--- src/rtl/dmem_arbiter_if.sv ---
// Bus bundle between the two requesters (core, debug), the memory port and dmem_arbiter.
// The slave modport is the arbiter's view; master is the core/debug/memory side.
interface dmem_arbiter_if #(
    parameter int DATA_WIDTH = 32
);
    // core load/store port
    logic                  c_req;
    logic                  c_we;
    logic [DATA_WIDTH-1:0] c_addr;
    logic [DATA_WIDTH-1:0] c_wdata;
    logic [1:0]            c_size;
    logic                  c_sign;
    logic                  c_ack;
    logic [DATA_WIDTH-1:0] c_rdata;
    logic                  c_stall;

    // debug/loader port
    logic                  d_req;
    logic                  d_we;
    logic [DATA_WIDTH-1:0] d_addr;
    logic [DATA_WIDTH-1:0] d_wdata;
    logic [1:0]            d_size;
    logic                  d_sign;
    logic                  d_ack;
    logic [DATA_WIDTH-1:0] d_rdata;

    // data_memory command and read return
    logic                  mem_re;
    logic                  mem_we;
    logic [DATA_WIDTH-1:0] mem_addr;
    logic [DATA_WIDTH-1:0] mem_wdata;
    logic [1:0]            mem_size;
    logic                  mem_sign;
    logic [DATA_WIDTH-1:0] mem_rdata;

    modport slave (
        input  c_req, c_we, c_addr, c_wdata, c_size, c_sign,
        output c_ack, c_rdata, c_stall,
        input  d_req, d_we, d_addr, d_wdata, d_size, d_sign,
        output d_ack, d_rdata,
        output mem_re, mem_we, mem_addr, mem_wdata, mem_size, mem_sign,
        input  mem_rdata
    );

    modport master (
        output c_req, c_we, c_addr, c_wdata, c_size, c_sign,
        input  c_ack, c_rdata, c_stall,
        output d_req, d_we, d_addr, d_wdata, d_size, d_sign,
        input  d_ack, d_rdata,
        input  mem_re, mem_we, mem_addr, mem_wdata, mem_size, mem_sign,
        output mem_rdata
    );
endinterface

--- src/rtl/dmem_arbiter.sv ---
// Shares the single data_memory port between the core load/store path and the
// debug/loader port: one transaction at a time, round-robin or core-first.
module dmem_arbiter #(
    parameter int DATA_WIDTH    = 32,
    parameter bit CORE_PRIORITY = 1'b0
) (
    input logic           clock,
    input logic           reset,
    dmem_arbiter_if.slave bus
);
    typedef logic [DATA_WIDTH-1:0] word_t;
    typedef enum logic [1:0] {IDLE, ACCESS, RESP} state_t;

    state_t     state;
    state_t     next_state;
    logic       grant_core;   // owner of the transaction in flight
    logic       last_core;    // last-granted pointer: 1 = core, 0 = debug
    logic       cmd_we;

    logic       mem_re_q;
    logic       mem_we_q;
    word_t      mem_addr_q;
    word_t      mem_wdata_q;
    logic [1:0] mem_size_q;
    logic       mem_sign_q;
    logic       c_ack_q;
    logic       d_ack_q;

    logic       tie_core;
    logic       take;
    logic       take_core;
    logic       sel_we;
    word_t      sel_addr;
    word_t      sel_wdata;
    logic [1:0] sel_size;
    logic       sel_sign;

    // Winner when arbitrating from IDLE, where neither port is masked.
    always_comb begin
        if (bus.c_req && bus.d_req) begin
            tie_core = CORE_PRIORITY ? 1'b1 : ~last_core;
        end else begin
            tie_core = bus.c_req;
        end
    end

    // NOTE: every signal written here gets a default first, so no path leaves it unassigned and no latch is inferred.
    always_comb begin
        next_state = state;
        take       = 1'b0;
        take_core  = 1'b0;
        case (state)
            IDLE: begin
                if (bus.c_req || bus.d_req) begin
                    take       = 1'b1;
                    take_core  = tie_core;
                    next_state = ACCESS;
                end
            end
            ACCESS: begin
                next_state = RESP;
            end
            RESP: begin
                // The current winner's req is still high during its ack, so only the other port competes.
                next_state = IDLE;
                if (grant_core) begin
                    if (bus.d_req && !(CORE_PRIORITY && bus.c_req)) begin
                        take       = 1'b1;
                        take_core  = 1'b0;
                        next_state = ACCESS;
                    end
                end else if (bus.c_req) begin
                    take       = 1'b1;
                    take_core  = 1'b1;
                    next_state = ACCESS;
                end
            end
            default: begin
                next_state = IDLE;
            end
        endcase
    end

    always_comb begin
        if (take_core) begin
            sel_we    = bus.c_we;
            sel_addr  = bus.c_addr;
            sel_wdata = bus.c_wdata;
            sel_size  = bus.c_size;
            sel_sign  = bus.c_sign;
        end else begin
            sel_we    = bus.d_we;
            sel_addr  = bus.d_addr;
            sel_wdata = bus.d_wdata;
            sel_size  = bus.d_size;
            sel_sign  = bus.d_sign;
        end
    end

    // NOTE: state registers use non-blocking assignments so every flop samples pre-edge values regardless of block order.
    always_ff @(posedge clock) begin
        if (!reset) begin
            state       <= IDLE;
            grant_core  <= 1'b0;
            last_core   <= 1'b0;
            cmd_we      <= 1'b0;
            mem_re_q    <= 1'b0;
            mem_we_q    <= 1'b0;
            mem_addr_q  <= '0;
            mem_wdata_q <= '0;
            mem_size_q  <= '0;
            mem_sign_q  <= 1'b0;
            c_ack_q     <= 1'b0;
            d_ack_q     <= 1'b0;
        end else begin
            state    <= next_state;
            mem_re_q <= 1'b0;
            mem_we_q <= 1'b0;
            c_ack_q  <= 1'b0;
            d_ack_q  <= 1'b0;

            if (take) begin
                grant_core  <= take_core;
                last_core   <= take_core;
                cmd_we      <= sel_we;
                mem_re_q    <= ~sel_we;
                mem_we_q    <= sel_we;
                mem_addr_q  <= sel_addr;
                mem_wdata_q <= sel_wdata;
                mem_size_q  <= sel_size;
                mem_sign_q  <= sel_sign;
            end

            if (state == ACCESS) begin
                c_ack_q <= grant_core;
                d_ack_q <= ~grant_core;
            end
        end
    end

    // Read data is steered straight from memory during the ack cycle and forced to zero otherwise.
    assign bus.c_ack   = c_ack_q;
    assign bus.d_ack   = d_ack_q;
    assign bus.c_rdata = (c_ack_q && !cmd_we) ? bus.mem_rdata : '0;
    assign bus.d_rdata = (d_ack_q && !cmd_we) ? bus.mem_rdata : '0;
    assign bus.c_stall = bus.c_req & ~c_ack_q;

    assign bus.mem_re    = mem_re_q;
    assign bus.mem_we    = mem_we_q;
    assign bus.mem_addr  = mem_addr_q;
    assign bus.mem_wdata = mem_wdata_q;
    assign bus.mem_size  = mem_size_q;
    assign bus.mem_sign  = mem_sign_q;
endmodule

--- src/flat_wrapper.sv ---
// flat-port wrapper written by rule: the top's interface ports become plain ports
module dmem_arbiter_flat 
#(
    parameter int DATA_WIDTH    = 32,
    parameter bit CORE_PRIORITY = 1'b0
)
  (clock, reset, bus_c_req, bus_c_we, bus_c_addr, bus_c_wdata, bus_c_size, bus_c_sign, bus_c_ack, bus_c_rdata, bus_c_stall, bus_d_req, bus_d_we, bus_d_addr, bus_d_wdata, bus_d_size, bus_d_sign, bus_d_ack, bus_d_rdata, bus_mem_re, bus_mem_we, bus_mem_addr, bus_mem_wdata, bus_mem_size, bus_mem_sign, bus_mem_rdata);
  dmem_arbiter_if #(.DATA_WIDTH(DATA_WIDTH)) bus_i ();
  input logic clock;
  input logic reset;
  input wire logic [$bits(bus_i.c_req)-1:0] bus_c_req;
  input wire logic [$bits(bus_i.c_we)-1:0] bus_c_we;
  input wire logic [$bits(bus_i.c_addr)-1:0] bus_c_addr;
  input wire logic [$bits(bus_i.c_wdata)-1:0] bus_c_wdata;
  input wire logic [$bits(bus_i.c_size)-1:0] bus_c_size;
  input wire logic [$bits(bus_i.c_sign)-1:0] bus_c_sign;
  output wire logic [$bits(bus_i.c_ack)-1:0] bus_c_ack;
  output wire logic [$bits(bus_i.c_rdata)-1:0] bus_c_rdata;
  output wire logic [$bits(bus_i.c_stall)-1:0] bus_c_stall;
  input wire logic [$bits(bus_i.d_req)-1:0] bus_d_req;
  input wire logic [$bits(bus_i.d_we)-1:0] bus_d_we;
  input wire logic [$bits(bus_i.d_addr)-1:0] bus_d_addr;
  input wire logic [$bits(bus_i.d_wdata)-1:0] bus_d_wdata;
  input wire logic [$bits(bus_i.d_size)-1:0] bus_d_size;
  input wire logic [$bits(bus_i.d_sign)-1:0] bus_d_sign;
  output wire logic [$bits(bus_i.d_ack)-1:0] bus_d_ack;
  output wire logic [$bits(bus_i.d_rdata)-1:0] bus_d_rdata;
  output wire logic [$bits(bus_i.mem_re)-1:0] bus_mem_re;
  output wire logic [$bits(bus_i.mem_we)-1:0] bus_mem_we;
  output wire logic [$bits(bus_i.mem_addr)-1:0] bus_mem_addr;
  output wire logic [$bits(bus_i.mem_wdata)-1:0] bus_mem_wdata;
  output wire logic [$bits(bus_i.mem_size)-1:0] bus_mem_size;
  output wire logic [$bits(bus_i.mem_sign)-1:0] bus_mem_sign;
  input wire logic [$bits(bus_i.mem_rdata)-1:0] bus_mem_rdata;
  assign bus_i.c_req = bus_c_req;
  assign bus_i.c_we = bus_c_we;
  assign bus_i.c_addr = bus_c_addr;
  assign bus_i.c_wdata = bus_c_wdata;
  assign bus_i.c_size = bus_c_size;
  assign bus_i.c_sign = bus_c_sign;
  assign bus_c_ack = bus_i.c_ack;
  assign bus_c_rdata = bus_i.c_rdata;
  assign bus_c_stall = bus_i.c_stall;
  assign bus_i.d_req = bus_d_req;
  assign bus_i.d_we = bus_d_we;
  assign bus_i.d_addr = bus_d_addr;
  assign bus_i.d_wdata = bus_d_wdata;
  assign bus_i.d_size = bus_d_size;
  assign bus_i.d_sign = bus_d_sign;
  assign bus_d_ack = bus_i.d_ack;
  assign bus_d_rdata = bus_i.d_rdata;
  assign bus_mem_re = bus_i.mem_re;
  assign bus_mem_we = bus_i.mem_we;
  assign bus_mem_addr = bus_i.mem_addr;
  assign bus_mem_wdata = bus_i.mem_wdata;
  assign bus_mem_size = bus_i.mem_size;
  assign bus_mem_sign = bus_i.mem_sign;
  assign bus_i.mem_rdata = bus_mem_rdata;
  dmem_arbiter #(.DATA_WIDTH(DATA_WIDTH), .CORE_PRIORITY(CORE_PRIORITY)) u_core (.clock(clock), .reset(reset), .bus(bus_i));
endmodule
--- config.mk ---
export PLATFORM = sky130hd
export DESIGN_NAME = dmem_arbiter_flat
export DESIGN_NICKNAME = d
export VERILOG_FILES = /design/src/rtl/dmem_arbiter_if.sv /design/src/rtl/dmem_arbiter.sv /design/src/flat_wrapper.sv
export SDC_FILE = /design/constraint.sdc
export NUM_CORES = 1
export LEC_CHECK = 0
export ABC_CLOCK_PERIOD_IN_PS = 1550
export BUFFER_PORTS_ARGS = -buffer_cell sky130_fd_sc_hd__buf_2
export CAP_MARGIN = 5
export CORE_AREA = 2 2 121 123
export DETAILED_ROUTE_END_ITERATION = 12
export DIE_AREA = 0 0 123 125
export REMOVE_ABC_BUFFERS = 1
export SLEW_MARGIN = 20
export SYNTH_ARGS = -nofsm -noshare
export SYNTH_HDL_FRONTEND = slang
export SYNTH_SLANG_ARGS = --single-unit
--- constraint.sdc ---
create_clock -name clock -period 1.55 [get_ports clock]
set_input_delay 0.0775 -clock clock [delete_from_list [all_inputs] [get_ports clock]]
set_output_delay 0.0775 -clock clock [all_outputs]
set_load 0.005 [all_outputs]
=== Word level (Yosys, flattened, before mapping) ===
Cells that the tools add are included.

* Bits of input ports: 172
* Register bits after elaboration: 75
* Word-level logic and storage cells: 47

* Reduce and logical (&&, ||, !) cells: 8
* Bitwise gates (word level): 4
* Equality and inequality tests: 3
* Muxes and demuxes: 21

{| class="wikitable"
|+ Operators with widths
! kind !! count
|-
| 32-bit 2-to-1 mux || 4
|-
| 1-bit 2-to-1 mux || 11
|-
| 2-bit 2-to-1 mux || 3
|-
| 2-bit case mux with 3 select lines || 1
|-
| 1-bit case mux with 2 select lines || 2
|-
| 2-bit AND reduction || 2
|-
| 1-bit logical AND || 3
|-
| 1-bit NOT || 3
|-
| 2-bit by 1-bit == test with 1-bit output, second input constant || 1
|-
| 2-bit == test, second input constant || 1
|-
| 2-bit logical NOT || 1
|-
| 2-bit by 1-bit inequality test with 1-bit output, second input constant || 1
|-
| 1-bit bitwise AND || 1
|-
| 1-bit logical NOT || 1
|-
| 1-bit logical OR || 1
|}

=== Longest topological paths before layout ===
* Depth after elaboration: 6
* Mapped depth: 7
* Gate-level depth less buffers: 4

=== Worst setup path after synthesis ===
OpenSTA, ideal clock, no wires.

* Kind: register to register
* Start point: register u_core.grant_core
* End point: register u_core.mem_addr_q[24], in the netlist u_core.bus.mem_addr[24]
* Arrival: 1.259 ns
* Period minus slack after synthesis: 1.386 ns
* Slack: 0.164 ns
* Cell stages (with the launch flop): 8
* Path through: dfxtp_1 > o21ai_0 > nand3b_1 > buf_2 > buf_6 > buf_4 > mux2i_1 > o2bb2ai_1

* Cells in the longest elaborated chain, start to end: 5
* Elaborated cells between the ends (all ways): 8
* Classes of those cells: mux: 7; bitwise: 1

{| class="wikitable"
|+ RTL lines
! item !! RTL line !! source
|-
| start: declaration || dmem_arbiter.sv:16 || <nowiki>logic grant_core;</nowiki>
|-
| start signal: assignment || dmem_arbiter.sv:123 || <nowiki>grant_core <= take_core;</nowiki>
|-
| 1-bit NOT || - ||
|-
| 1-bit 2-to-1 mux (2 in series) || - ||
|-
| 1-bit case mux with 2 select lines || dmem_arbiter.sv:52 || <nowiki>case (state)</nowiki>
|-
| 32-bit 2-to-1 mux || dmem_arbiter.sv:85 || <nowiki>if (take_core) begin</nowiki>
|-
| end signal: assignment || dmem_arbiter.sv:128 || <nowiki>mem_addr_q <= sel_addr;</nowiki>
|-
| end: declaration || dmem_arbiter.sv:22 || <nowiki>word_t mem_addr_q;</nowiki>
|}

Parallel ways exist; a longest one is shown, timed or not.
A chain may end at the register's enable or synchronous reset.

=== Final worst setup path ===
* Start point: register u_core.grant_core
* End point: register u_core.mem_wdata_q[22], in the netlist u_core.bus.mem_wdata[22]

* Cells in the longest elaborated chain, start to end: 5
* Elaborated cells between the ends (all ways): 8
* Classes of those cells: mux: 7; bitwise: 1

{| class="wikitable"
|+ RTL lines
! item !! RTL line !! source
|-
| 1-bit NOT || - ||
|-
| 1-bit 2-to-1 mux (2 in series) || - ||
|-
| 1-bit case mux with 2 select lines || dmem_arbiter.sv:52 ||
|-
| 32-bit 2-to-1 mux || dmem_arbiter.sv:85 ||
|-
| end signal: assignment || dmem_arbiter.sv:129 || <nowiki>mem_wdata_q <= sel_wdata;</nowiki>
|-
| end: declaration || dmem_arbiter.sv:23 || <nowiki>word_t mem_wdata_q;</nowiki>
|}

Parallel ways exist; a longest one is shown, timed or not.

==> results by group <==
CTS
  • Worst-Skew Late Latency: between 0.3 and 0.4 ns
  • Max Root-Sink Buffers: 2
  • CTS Buf Count: 9
  • Clock transition at path regs: 0.06 ns
  • Clock sink count: 75
  • CTS tree: yes
  • Root Buffer: clkbuf_16
  • H-tree Lvls: 3

Global routing
  • Vias in the first global route: between 3000 and 4000
  • Initial antenna violation count: 0
  • All-layer global routing usage: 0.141
  • First-pass GRT wire length: roughly 17000 µm
  • Largest net degree at the start of global routing: 46
  • GRT overflow: 0

Critical path
  • Setup CP Type: flip-flop to flip-flop
  • CP Data Required Time: approximately 1.8 ns
  • Startpoint types: flip-flop
  • Critical path peak fanout: 45
  • R2R depth: 5
  • Worst Path Arrival: ~1.7 ns
  • CP Capture Type: flip-flop

Finish
  • Fin nets: 800
  • P&R area growth vs syn: 63.7%
  • Share of cells above drive strength 1: 0.543
  • Final core occ: 0.397
  • Final cell count without fillers: about 820
  • Fillcell total: about 1400
  • Multi-input combinational cell area: around 1800 µm²
  • Antenna cells: 0
  • Seq. cell area: about 1500 µm²

Placed design
  • Routability Congestion: around 0.8
  • Dpl ws: about 0.044 ns
  • Port Buf Inserts: between 300 and 400
  • # placed instances: approximately 800
  • Hpwl dp: between 9000 and 10000 µm

Outcome
  • Outcome: finished clean

Pwr
  • Max VDD drop: around 0.52 mV
  • P per Cell Area: around 1000 nW/µm²
  • Leak: around 3.1 nW
  • Pwr Total: roughly 5.6 mW

Floorplan
  • Die ar.: approximately 15000 µm²
  • Row count: 44
  • Starting Density: 0.242
  • Chip Width: between 100 and 150 µm
  • Total core area: between 10000 and 15000 µm²
  • Ports: 308
  • Die H: approximately 130 µm

Detailed routing
  • DR top layer: met4
  • 1st-pass router iterations: 4
  • Vias: 3623
  • Final WL: between 10000 and 15000 µm
  • Antenna viol nets, final: 0
  • Residual DRC count: 0
  • WL met3: between 1000 and 1500 µm
  • Met1 wire length: about 4500 µm
  • Avg WL per Cell: approximately 14 µm
  • Detailed router's first-iteration violation count: 62
  • Routed met2 length: between 6000 and 7000 µm
  • Via density per instance: between 4 and 5

STA
  • Clock Skew: 0.00860 ns
  • Final hold vios: 0
  • Final Slew Violations: 0
  • Final Worst Setup Slack: around 0.11 ns
  • Post-Route Setup TNS: 0 ns
  • Ratio of final minimum period to clock period: 0.928
  • Final min period: ~1.4 ns
  • Slew headroom: 0.756
  • Final setup fails: 0
  • Tightest Pin Transition: around 0.36 ns
  • Max Fclk: about 700 MHz
  • RSZ-0062 raised after global routing: yes

Logic synthesis
  • Synth Flop Type: dfxtp_1
  • Synth top cells by count: dfxtp_1 (75), mux2i_1 (69), o2bb2ai_1 (69)
  • Area share of the largest cell type after synthesis: 0.436
  • Post-synthesis sequential area ratio: 0.436
  • Yosys reg bits: 75
  • Synth area leaders: dfxtp_1 (44%), mux2i_1 (20%), o2bb2ai_1 (18%)
  • Cells after Synth: between 300 and 400
  • Post-synth cell types: 17
  • Syn Std Cell Area: approximately 3400 µm²
  • Area leader, netlist: dfxtp_1
  • Avg Cell Area, Syn: ~11 µm²
  • Post-synth EDFFs: 0
  • Yosys synthesis warning count: 0
  • Count leader, synth: dfxtp_1
  • Post-synth ARST share: 0

Worst hold path
  • Hold Path Stages: 3
  • Hold crit path type: input pin to flip-flop

Job
  • Max_cap viols: 0
## per-layer routing
layer	track usage	vias up
met4	0.0421	0
met2	0.271	191
met3	0.0392	10
li1	-	1777
met1	0.146	1645
met5	0	-
## what timing repair did
| action | 4_1_cts | 5_1_grt |
|---|---|---|
| gates resized for setup | 0 | 3 |
| endpoints found under the hold margin | 0 | 0 |
| setup buffers | 0 | 1 |
| hold buffers | 0 | 0 |
| setup endpoints to repair | 0 | 61 |
## worst max-delay path, stage by stage (launching register included)
cell,delay [ns]
dfxtp_2,0.34
mux2i_1,0.13
a211oi_2,0.35
nand2_2,0.16
buf_12,0.20
o2bb2ai_1,0.18
## layout make-up
cell class                 instances  share of cell area
tap                              184              0.0408
clock buffer                      11              0.0431
multi-input combinational        217               0.318
inverter                           1            0.000666
sequential                        75               0.267
timing repair buffer             324               0.315
clock inverter                     5              0.0151
## cell families (layout without fill, tap and decap cells)
logic type	Yosys count	in the layout	synth area share
and+or+nand+nor	77	77	0.136
DFF	75	75	0.436
AOI/OAI and AO/OA	71	71	0.181
muxes	69	69	0.201
buffers and inverters	30	341	0.0465
## stage by stage
stage	hold WS (ns)	area (µm²)
after global placement	0.342	5240
after floorplan	0.227	3290
after global routing	0.00467	5640
after CTS	0.000164	5570
after detailed placement	0.354	5240
final	0.0168	5640
## final timing paths
| check | startpoint | endpoint | slack [ns] |
|---|---|---|---|
| worst max-delay path | u_core.grant_core | u_core.bus.mem_wdata[22] | 0.11 |
| worst min-delay path | bus_c_wdata[30] | u_core.bus.mem_wdata[30] | 0.02 |
| worst max register to register | u_core.grant_core | u_core.bus.mem_wdata[22] | 0.11 |
| worst min register to register | u_core.bus.mem_wdata[31] | u_core.bus.mem_wdata[31] | 0.46 |
## power breakdown
group | switching (mW) | internal, mW | total, mW
registers | 0.104 | 2.12 | 2.22
logic | 0.512 | 0.612 | 1.12
clock network | 0.816 | 1.46 | 2.28
## registers in the layout, indices dropped and copies added (netlist names), 2 cells and up
| register | count |
|---|---|
| u_core.bus.mem_size | 2 |
| u_core.state | 2 |
| u_core.bus.mem_wdata | 32 |
| u_core.bus.mem_addr | 32 |
## placed cells by master, fill, tap and decap left out, drive strengths merged, types with 3 or more instances in the layout
cell / instances
nor2b: 5
buf: 322
nor2: 3
and2: 65
mux2i: 69
o2bb2ai: 69
clkbuf: 13
dfxtp: 75
(Power assumes the default switching activity.)
